==> config.mk <==
export PLATFORM = sky130hd
export DESIGN_NAME = instr_fetch_unit_flat
export DESIGN_NICKNAME = d
export VERILOG_FILES = /design/src/rtl/cpu_pkg.sv /design/src/rtl/instr_fetch_unit_if.sv /design/src/rtl/fetch_fifo.sv /design/src/rtl/instr_fetch_unit.sv /design/src/flat_wrapper.sv
export SDC_FILE = /design/constraint.sdc
export NUM_CORES = 1
export LEC_CHECK = 0
export ABC_CLOCK_PERIOD_IN_PS = 2800
export CELL_PAD_IN_SITES_DETAIL_PLACEMENT = 1
export CELL_PAD_IN_SITES_GLOBAL_PLACEMENT = 2
export CORE_ASPECT_RATIO = 0.6
export CORE_MARGIN = 2
export CORE_UTILIZATION = 30
export CTS_BUF_LIST = sky130_fd_sc_hd__clkbuf_4 sky130_fd_sc_hd__clkbuf_8
export DETAILED_ROUTE_END_ITERATION = 8
export MAX_ROUTING_LAYER = met4
export PLACE_DENSITY = 0.73
export REMOVE_ABC_BUFFERS = 1
export SLEW_MARGIN = 15
export SYNTH_ARGS = -nofsm -noshare
export SYNTH_HDL_FRONTEND = slang
export SYNTH_SLANG_ARGS = --single-unit
export TNS_END_PERCENT = 30
==> constraint.sdc <==
create_clock -name clk -period 2.8 [get_ports clk]
set_input_delay 0.84 -clock clk [delete_from_list [all_inputs] [get_ports clk]]
set_output_delay 0.84 -clock clk [all_outputs]
set_load 0.05 [all_outputs]
==> src/rtl/cpu_pkg.sv <==
// Shared CPU front-end definitions: default bus widths, reset PC and the
// fetch FSM state encoding.
package cpu_pkg;

    localparam int CPU_ADDR_W = 8;
    localparam int CPU_DATA_W = 8;
    localparam logic [CPU_ADDR_W-1:0] CPU_RESET_PC = '0;

    typedef enum logic {
        IDLE = 1'b0,
        BUSY = 1'b1
    } fetchState_e;

endpackage

==> src/rtl/instr_fetch_unit_if.sv <==
// Fetch-unit bus bundle: instruction-memory req/ack channel plus the
// valid/ready instruction stream towards the control unit.
interface instr_fetch_unit_if
    import cpu_pkg::*;
#(
    parameter int ADDR_W = CPU_ADDR_W,
    parameter int DATA_W = CPU_DATA_W
);

    logic [ADDR_W-1:0] memAddr;
    logic              memReq;
    logic              memAck;
    logic [DATA_W-1:0] memData;

    logic [DATA_W-1:0] instr;
    logic [ADDR_W-1:0] instrPc;
    logic              instrValid;
    logic              instrReady;

    modport master (
        output memAddr, memReq,
        input  memAck, memData,
        output instr, instrPc, instrValid,
        input  instrReady
    );

    modport slave (
        input  memAddr, memReq,
        output memAck, memData,
        input  instr, instrPc, instrValid,
        output instrReady
    );

endinterface

==> src/rtl/fetch_fifo.sv <==
// Prefetch FIFO holding {byte, fetch address} entries; flush empties it in
// one cycle, and push/pop in the same cycle are both honoured even when full.
module fetch_fifo #(
    parameter int DEPTH = 2,
    parameter int WIDTH = 16,
    localparam int CNT_W = $clog2(DEPTH + 1)
) (
    input  logic             clk,
    input  logic             rst,
    input  logic             flush,
    input  logic             push,
    input  logic             pop,
    input  logic [WIDTH-1:0] pushData,
    output logic [WIDTH-1:0] headData,
    output logic [CNT_W-1:0] count,
    output logic             empty,
    output logic             full
);

    localparam int PTR_W = (DEPTH > 1) ? $clog2(DEPTH) : 1;

    logic [WIDTH-1:0] storage [DEPTH];
    logic [PTR_W-1:0] rdPtr;
    logic [PTR_W-1:0] wrPtr;
    logic             doPush;
    logic             doPop;

    function automatic logic [PTR_W-1:0] nextPtr(input logic [PTR_W-1:0] p);
        return (p == PTR_W'(DEPTH - 1)) ? '0 : p + PTR_W'(1);
    endfunction

    assign empty    = (count == '0);
    assign full     = (count == CNT_W'(DEPTH));
    assign doPop    = pop && !empty;
    assign doPush   = push && (!full || doPop);
    assign headData = storage[rdPtr];

    // NOTE: sequential state uses non-blocking assignments so every register
    // samples pre-edge values regardless of statement order.
    always_ff @(posedge clk) begin
        if (!rst || flush) begin
            rdPtr <= '0;
            wrPtr <= '0;
            count <= '0;
        end else begin
            if (doPush) wrPtr <= nextPtr(wrPtr);
            if (doPop)  rdPtr <= nextPtr(rdPtr);
            count <= count + CNT_W'(doPush) - CNT_W'(doPop);
        end
    end

    // NOTE: storage is cleared on reset only because it is tiny and the head
    // outputs must read zero out of reset; deeper FIFOs should leave data unreset.
    always_ff @(posedge clk) begin
        if (!rst) begin
            for (int i = 0; i < DEPTH; i++) storage[i] <= '0;
        end else if (doPush) begin
            storage[wrPtr] <= pushData;
        end
    end

endmodule

==> src/rtl/instr_fetch_unit.sv <==
// Instruction fetch front end: owns the PC, issues one outstanding byte read
// at a time, and streams fetched bytes through a prefetch FIFO.
module instr_fetch_unit
    import cpu_pkg::*;
#(
    parameter int              ADDR_W   = CPU_ADDR_W,
    parameter int              DATA_W   = CPU_DATA_W,
    parameter int              DEPTH    = 2,
    parameter logic [ADDR_W-1:0] RESET_PC = ADDR_W'(CPU_RESET_PC)
) (
    input  logic              clk,
    input  logic              rst,
    input  logic              redirect,
    input  logic [ADDR_W-1:0] redirectPc,
    input  logic              halt,
    instr_fetch_unit_if.master bus
);

    localparam int CNT_W = $clog2(DEPTH + 1);

    fetchState_e        state;
    fetchState_e        stateNext;
    logic [ADDR_W-1:0]  pc;
    logic [ADDR_W-1:0]  reqAddr;
    logic               discard;
    logic               issue;
    logic               pop;
    logic               done;
    logic               push;
    logic [CNT_W-1:0]   count;
    logic               empty;
    logic               full;
    logic [DATA_W+ADDR_W-1:0] headEntry;

    assign pop  = bus.instrValid && bus.instrReady;
    assign done = bus.memReq && bus.memAck;
    // A completion in the redirect cycle belongs to the old stream and is dropped.
    assign push = done && !discard && !redirect;

    // NOTE: every signal written here gets a default first, so no path can
    // leave it unassigned and infer a latch.
    always_comb begin
        issue       = 1'b0;
        bus.memReq  = 1'b0;
        bus.memAddr = (state == BUSY) ? reqAddr : pc;
        if (rst) begin
            if (state == BUSY) begin
                bus.memReq = 1'b1;
            end else begin
                issue      = !halt && !redirect && ((int'(count) - int'(pop)) < DEPTH);
                bus.memReq = issue;
            end
        end
    end

    always_comb begin
        stateNext = state;
        case (state)
            IDLE:    if (issue && !bus.memAck) stateNext = BUSY;
            BUSY:    if (bus.memAck) stateNext = IDLE;
            default: stateNext = IDLE;
        endcase
    end

    always_ff @(posedge clk) begin
        if (!rst) begin
            state   <= IDLE;
            pc      <= RESET_PC;
            reqAddr <= RESET_PC;
            discard <= 1'b0;
        end else begin
            state <= stateNext;
            if (issue) reqAddr <= pc;

            if (redirect)  pc <= redirectPc;
            else if (push) pc <= bus.memAddr + ADDR_W'(1);

            if (redirect && bus.memReq && !bus.memAck) discard <= 1'b1;
            else if (done)                              discard <= 1'b0;
        end
    end

    fetch_fifo #(
        .DEPTH (DEPTH),
        .WIDTH (DATA_W + ADDR_W)
    ) u_fifo (
        .clk      (clk),
        .rst      (rst),
        .flush    (redirect),
        .push     (push),
        .pop      (pop),
        .pushData ({bus.memData, bus.memAddr}),
        .headData (headEntry),
        .count    (count),
        .empty    (empty),
        .full     (full)
    );

    assign bus.instr      = headEntry[ADDR_W +: DATA_W];
    assign bus.instrPc    = headEntry[ADDR_W-1:0];
    assign bus.instrValid = !empty;

    memAddrStable: assert property (@(posedge clk) disable iff (!rst)
        (bus.memReq && !bus.memAck) |=> $stable(bus.memAddr));

    noOverflow: assert property (@(posedge clk) disable iff (!rst)
        !(push && full && !pop));

endmodule

==> src/flat_wrapper.sv <==
// flat-port wrapper written by rule: the top's interface ports become plain ports
module instr_fetch_unit_flat import cpu_pkg::*;
#(
    parameter int              ADDR_W   = CPU_ADDR_W,
    parameter int              DATA_W   = CPU_DATA_W,
    parameter int              DEPTH    = 2,
    parameter logic [ADDR_W-1:0] RESET_PC = ADDR_W'(CPU_RESET_PC)
)
  (clk, rst, redirect, redirectPc, halt, bus_memAddr, bus_memReq, bus_memAck, bus_memData, bus_instr, bus_instrPc, bus_instrValid, bus_instrReady);
  instr_fetch_unit_if #(.ADDR_W(ADDR_W), .DATA_W(DATA_W)) bus_i ();
  input  logic clk;
  input  logic rst;
  input  logic redirect;
  input  logic [ADDR_W-1:0] redirectPc;
  input  logic halt;
  output wire logic [$bits(bus_i.memAddr)-1:0] bus_memAddr;
  output wire logic [$bits(bus_i.memReq)-1:0] bus_memReq;
  input wire logic [$bits(bus_i.memAck)-1:0] bus_memAck;
  input wire logic [$bits(bus_i.memData)-1:0] bus_memData;
  output wire logic [$bits(bus_i.instr)-1:0] bus_instr;
  output wire logic [$bits(bus_i.instrPc)-1:0] bus_instrPc;
  output wire logic [$bits(bus_i.instrValid)-1:0] bus_instrValid;
  input wire logic [$bits(bus_i.instrReady)-1:0] bus_instrReady;
  assign bus_memAddr = bus_i.memAddr;
  assign bus_memReq = bus_i.memReq;
  assign bus_i.memAck = bus_memAck;
  assign bus_i.memData = bus_memData;
  assign bus_instr = bus_i.instr;
  assign bus_instrPc = bus_i.instrPc;
  assign bus_instrValid = bus_i.instrValid;
  assign bus_i.instrReady = bus_instrReady;
  instr_fetch_unit #(.ADDR_W(ADDR_W), .DATA_W(DATA_W), .DEPTH(DEPTH), .RESET_PC(RESET_PC)) u_core (.clk(clk), .rst(rst), .redirect(redirect), .redirectPc(redirectPc), .halt(halt), .bus(bus_i));
endmodule
==> report_table.html <==
<table>
<tr><th>Metric</th><th>Value</th></tr>
<tr><th colspan="2">Clock network</th></tr>
<tr><td>Clock tree buffer depth</td><td>2</td></tr>
<tr><td>Num Clock Sinks</td><td>55</td></tr>
<tr><td>CTS tree</td><td>done</td></tr>
<tr><td>Later-pin clock latency in the skew report</td><td>0.32 ns</td></tr>
<tr><td>Clk pin slew, worst setup/hold paths</td><td>0.10 ns</td></tr>
<tr><td>Number of buffers inserted to repair setup after CTS</td><td>0</td></tr>
<tr><td># H-tree levels</td><td>2</td></tr>
<tr><td># hold bufs at CTS</td><td>0</td></tr>
<tr><td>Cts bufs inserted</td><td>5</td></tr>
<tr><td>Clock root buffer</td><td>clkbuf_8</td></tr>
<tr><th colspan="2">STA</th></tr>
<tr><td>Unrepaired setup endpoints after global routing</td><td>false</td></tr>
<tr><td>Maximum operating frequency</td><td>0.367 GHz</td></tr>
<tr><td>Post-route setup TNS</td><td>0 ns</td></tr>
<tr><td>Share of the clock period used by the worst path after layout</td><td>97.3%</td></tr>
<tr><td>Worst Hold Margin</td><td>0.484 ns</td></tr>
<tr><td>Worst Clk Skew</td><td>0.0115 ns</td></tr>
<tr><td>Relative slew slack</td><td>67.5%</td></tr>
<tr><td>Hold violation total from the final report</td><td>0</td></tr>
<tr><td>Slew at the pin with the worst max-slew slack</td><td>0.474 ns</td></tr>
<tr><td>Number of setup violations in the final report</td><td>0</td></tr>
<tr><td>Tmin final</td><td>2.73 ns</td></tr>
<tr><td>Max-slew violation total from the final report</td><td>0</td></tr>
<tr><th colspan="2">Setup path</th></tr>
<tr><td>Worst stage delay on the critical path</td><td>0.31 ns</td></tr>
<tr><td>Worst path buffer plus inverter count</td><td>2</td></tr>
<tr><td>Worst-case reg-to-reg path depth</td><td>10</td></tr>
<tr><td>Crit path arrival time</td><td>1.89 ns</td></tr>
<tr><td>Highest-delay cell along the critical path</td><td>dlygate4sd2_1</td></tr>
<tr><td>Required time worst endpoint</td><td>1.96 ns</td></tr>
<tr><td>Startpoint type of the worst setup path</td><td>input port</td></tr>
<tr><td>Ordered cell list for the critical path</td><td>dlygate4sd2_1 -&gt; o21ba_4 -&gt; a31o_2 -&gt; nor2_4 -&gt; buf_12</td></tr>
<tr><td>Critical path capture point type</td><td>output pin</td></tr>
<tr><td>CP Max Fanout</td><td>4</td></tr>
<tr><td>Type of the worst setup path</td><td>input port to output pin</td></tr>
<tr><td>Endpoint of the worst register-to-register path</td><td>u_core.u_fifo.count[1]</td></tr>
<tr><td>Cell family with most CP delay</td><td>compound AO/OA/AOI/OAI gates</td></tr>
<tr><td>Flop2flop setup slack</td><td>0.52 ns</td></tr>
<tr><td>Critical R2R Launch</td><td>u_core.state</td></tr>
<tr><th colspan="2">Die</th></tr>
<tr><td>Core Footprint</td><td>0.00905 mm²</td></tr>
<tr><td>Die Outline Area</td><td>0.00997 mm²</td></tr>
<tr><td># rows</td><td>27</td></tr>
<tr><td>Die extent in x</td><td>128 µm</td></tr>
<tr><td>Effective utilization at floorplan</td><td>30.4%</td></tr>
<tr><td>Die boundary height</td><td>78.2 µm</td></tr>
<tr><td>I/O pin count</td><td>48</td></tr>
<tr><th colspan="2">Pwr</th></tr>
<tr><td>Maximum ir drop on the vdd rail</td><td>0.185 mV</td></tr>
<tr><td>Leakage power figure</td><td>1.46 nW</td></tr>
<tr><td>Power density cells</td><td>486 mW/mm²</td></tr>
<tr><th colspan="2">Synthesis</th></tr>
<tr><td>EDFF count, synth</td><td>32</td></tr>
<tr><td>Synth Cell Area</td><td>0.00275 mm²</td></tr>
<tr><td>Dominant combinational cell family by area after synthesis</td><td>simple AND/OR/NAND/NOR gates</td></tr>
<tr><td>Async SR Flop Fraction</td><td>0%</td></tr>
<tr><td>Complex-gate fraction of the synthesized area</td><td>11.1%</td></tr>
<tr><td>Basic-gate share of the synthesized area counting and, or, nand and nor cells</td><td>19.2%</td></tr>
<tr><td>Mean area per synthesized cell</td><td>11.0 µm²</td></tr>
<tr><td>Number of synthesized register bits</td><td>55</td></tr>
<tr><td>Multiplexer fraction of the synthesized cell area</td><td>9.83%</td></tr>
<tr><td>Share of synthesized area occupied by flip-flops and latches</td><td>51.7%</td></tr>
<tr><td>Instance count of the mapped netlist</td><td>250</td></tr>
<tr><td>Xor and xnor fraction of the mapped netlist area</td><td>2.23%</td></tr>
<tr><td>Post-synth cell types</td><td>50</td></tr>
<tr><td>Yosys warning count</td><td>0</td></tr>
<tr><td>Area share of fa/ha/maj cells after synthesis</td><td>0.910%</td></tr>
<tr><td>Most frequently used flop master after synthesis</td><td>edfxtp_1</td></tr>
<tr><th colspan="2">Hold path</th></tr>
<tr><td>Worst hold path type</td><td>flop to flop</td></tr>
<tr><td>Beginning of the worst hold path</td><td>u_core.reqAddr[5]</td></tr>
<tr><td>Endpoint with the worst hold slack</td><td>u_core.reqAddr[5]</td></tr>
<tr><td>Number of cells on the worst hold path</td><td>2</td></tr>
<tr><th colspan="2">GRT</th></tr>
<tr><td>Vias in the first global route</td><td>2190</td></tr>
<tr><td>Number of antenna violations at the first check in global routing</td><td>0</td></tr>
<tr><td>Global router's overall resource usage</td><td>15.7%</td></tr>
<tr><td>Total congestion overflow</td><td>0</td></tr>
<tr><td>Largest net degree at the start of global routing</td><td>19</td></tr>
<tr><td>Global-route wire length before repair</td><td>11600 µm</td></tr>
<tr><th colspan="2">Drt</th></tr>
<tr><td>Via-to-Cell Ratio</td><td>4.66</td></tr>
<tr><td>Router iterations before antenna repair</td><td>4</td></tr>
<tr><td>Wire length the detailed router placed on met1</td><td>3620 µm</td></tr>
<tr><td>Average wire per standard cell</td><td>15.8 µm</td></tr>
<tr><td>Initial drt markers</td><td>82</td></tr>
<tr><td>DR WL met3</td><td>290 µm</td></tr>
<tr><td>Metal2 WL</td><td>3080 µm</td></tr>
<tr><td>Highest metal used</td><td>met4</td></tr>
<tr><td>Remaining DRCs</td><td>0</td></tr>
<tr><td>Post-route antenna net violation count</td><td>0</td></tr>
<tr><td>Total routed wirelength</td><td>7020 µm</td></tr>
<tr><td>Total via count in the routed design</td><td>2068</td></tr>
<tr><th colspan="2">Placed design</th></tr>
<tr><td>Number of buffer cells added on primary ports</td><td>47</td></tr>
<tr><td>Placed inst area</td><td>0.00353 mm²</td></tr>
<tr><td>Global placement routability congestion</td><td>0.786</td></tr>
<tr><td>Estimated wirelength of the detail-placed design</td><td>5370 µm</td></tr>
<tr><th colspan="2">Cells and area</th></tr>
<tr><td>Share of layout cells above drive strength 1</td><td>31.7%</td></tr>
<tr><td>Cell area after layout</td><td>0.00365 mm²</td></tr>
<tr><td># nets final</td><td>351</td></tr>
<tr><td>Layout area overhead</td><td>32.8%</td></tr>
<tr><td>Antenna cells</td><td>0</td></tr>
<tr><th colspan="2">Job</th></tr>
<tr><td>Maximum Capacitance Violations</td><td>0</td></tr>
<tr><th colspan="2">Run status</th></tr>
<tr><td>Result of the run</td><td>finished clean</td></tr>
</table>
==> layout make-up <==
type / instances / area, µm²
Multi-Input combinational cell: 169 / 1200
Inverter: 14 / 52.6
Tap cell: 116 / 145
Clock inverter: 3 / 46.3
Clock buffer: 5 / 68.8
Fill cell: 1012 / 5400
Sequential cell: 55 / 1420
Timing Repair Buffer: 82 / 713
==> stage by stage <==
step	std cells	setup WS [ns]	total power [mW]	utilization, %
after floorplan	238	0.0461	1.08	-
after global placement	436	-0.388	1.23	39.0
after detailed placement	436	-0.470	1.23	39.0
after CTS	444	0.0468	1.80	40.3
after global routing	444	0.0209	1.86	40.3
final	444	0.0743	1.77	40.3
==> kinds of logic (layout without fill, tap and decap cells) <==
| family | count (synthesis) | after routing |
|---|---|---|
| flip-flops | 55 | 55 |
| adder cells (fa/ha/maj) | 2 | 2 |
| AND/OR/NAND/NOR | 99 | 99 |
| XOR/XNOR | 7 | 7 |
| buffers and inverters | 26 | 104 |
| multiplexers | 25 | 25 |
| AO/OA/AOI/OAI | 36 | 36 |
==> where the power goes <==
| part | internal, mW | switching (mW) | total [mW] |
|---|---|---|---|
| Combinational | 0.128 | 0.181 | 0.309 |
| Clock | 0.270 | 0.292 | 0.562 |
| Sequential | 0.884 | 0.0181 | 0.902 |
| Total | 1.28 | 0.492 | 1.77 |
==> how the worst max path moves through the flow <==
stage | from | end | cells past startpoint
3_5_place_dp | redirect | u_core.u_fifo.count[1] | 10
2_1_floorplan | redirect | bus_memReq | 3
5_1_grt | bus_memAck | u_core.u_fifo.count[1] | 10
3_3_place_gp | redirect | u_core.u_fifo.count[1] | 10
6_report | redirect | bus_memReq | 5
4_1_cts | redirect | bus_memReq | 5
==> repair_timing <==
item | in CTS | in global routing
gates resized for setup | 7 | 0
setup endpoints to repair | 2 | 0
hold endpoints to repair | 0 | 0
==> flip-flops by register name (all words and copies together) (netlist names), named ones only <==
signal                 count
u_core.u_fifo.rdPtr        1
u_core.u_fifo.count        2
u_core.pc                  8
u_core.reqAddr             8
u_core.state               1
u_core.u_fifo.storage     32
u_core.discard             1
u_core.u_fifo.wrPtr        1
==> worst register-to-register path, delay by kind of cell, from the launching register on <==
kind            cells  cell delay, ns
compound gates      4            0.74
flops               1            0.35
simple gates        3            0.68
buf+inv             1            0.17
xor+xnor            1            0.07
fa+ha+maj           1            0.20
==> synth_stat cells (5+ instances only) <==
master     n  share of area [%]
a211oi_1   5                1.4
nand2_1   28                3.8
mux2i_1    9                3.3
dfxtp_1   23                 17
nand3_1    5               0.91
nor2_1    21                2.9
nor2_2     5                1.1
inv_1     13                1.8
edfxtp_1  32                 35
and2_1    18                4.1
o21ai_0   10                1.8
a21oi_1    5               0.91
mux2_2    16                6.6
==> layout by cell type (no fill, tap or decap), types with 2 or more instances in the layout <==
cell,synthesis,final
a211oi_1,5,5
a21oi_1,5,5
and2_1,18,18
buf_12,0,4
buf_4,2,57
clkbuf_8,0,5
clkdlybuf4s50_1,0,17
dfxtp_1,23,23
dlygate4sd2_1,0,4
edfxtp_1,32,32
ha_1,2,2
inv_1,13,13
mux2_2,16,16
mux2i_1,9,9
nand2_1,28,28
nand2_4,2,2
nand2b_4,1,2
nand3_1,5,5
nand4_1,3,3
nand4b_1,2,2
nor2_1,21,20
nor2_2,5,5
nor3_1,3,3
o211a_1,2,2
o211ai_1,3,3
o21ai_0,10,10
or3_1,2,2
xnor2_1,4,4
xor2_1,3,3
==> routing by layer <==
layer / global-route usage, % / vias to the layer above
met5: - / -
li1: - / 1028
met4: 2.97 / 0
met2: 23.6 / 42
met3: 4.02 / 2
met1: 21.8 / 996
(Power assumes the default switching activity.)
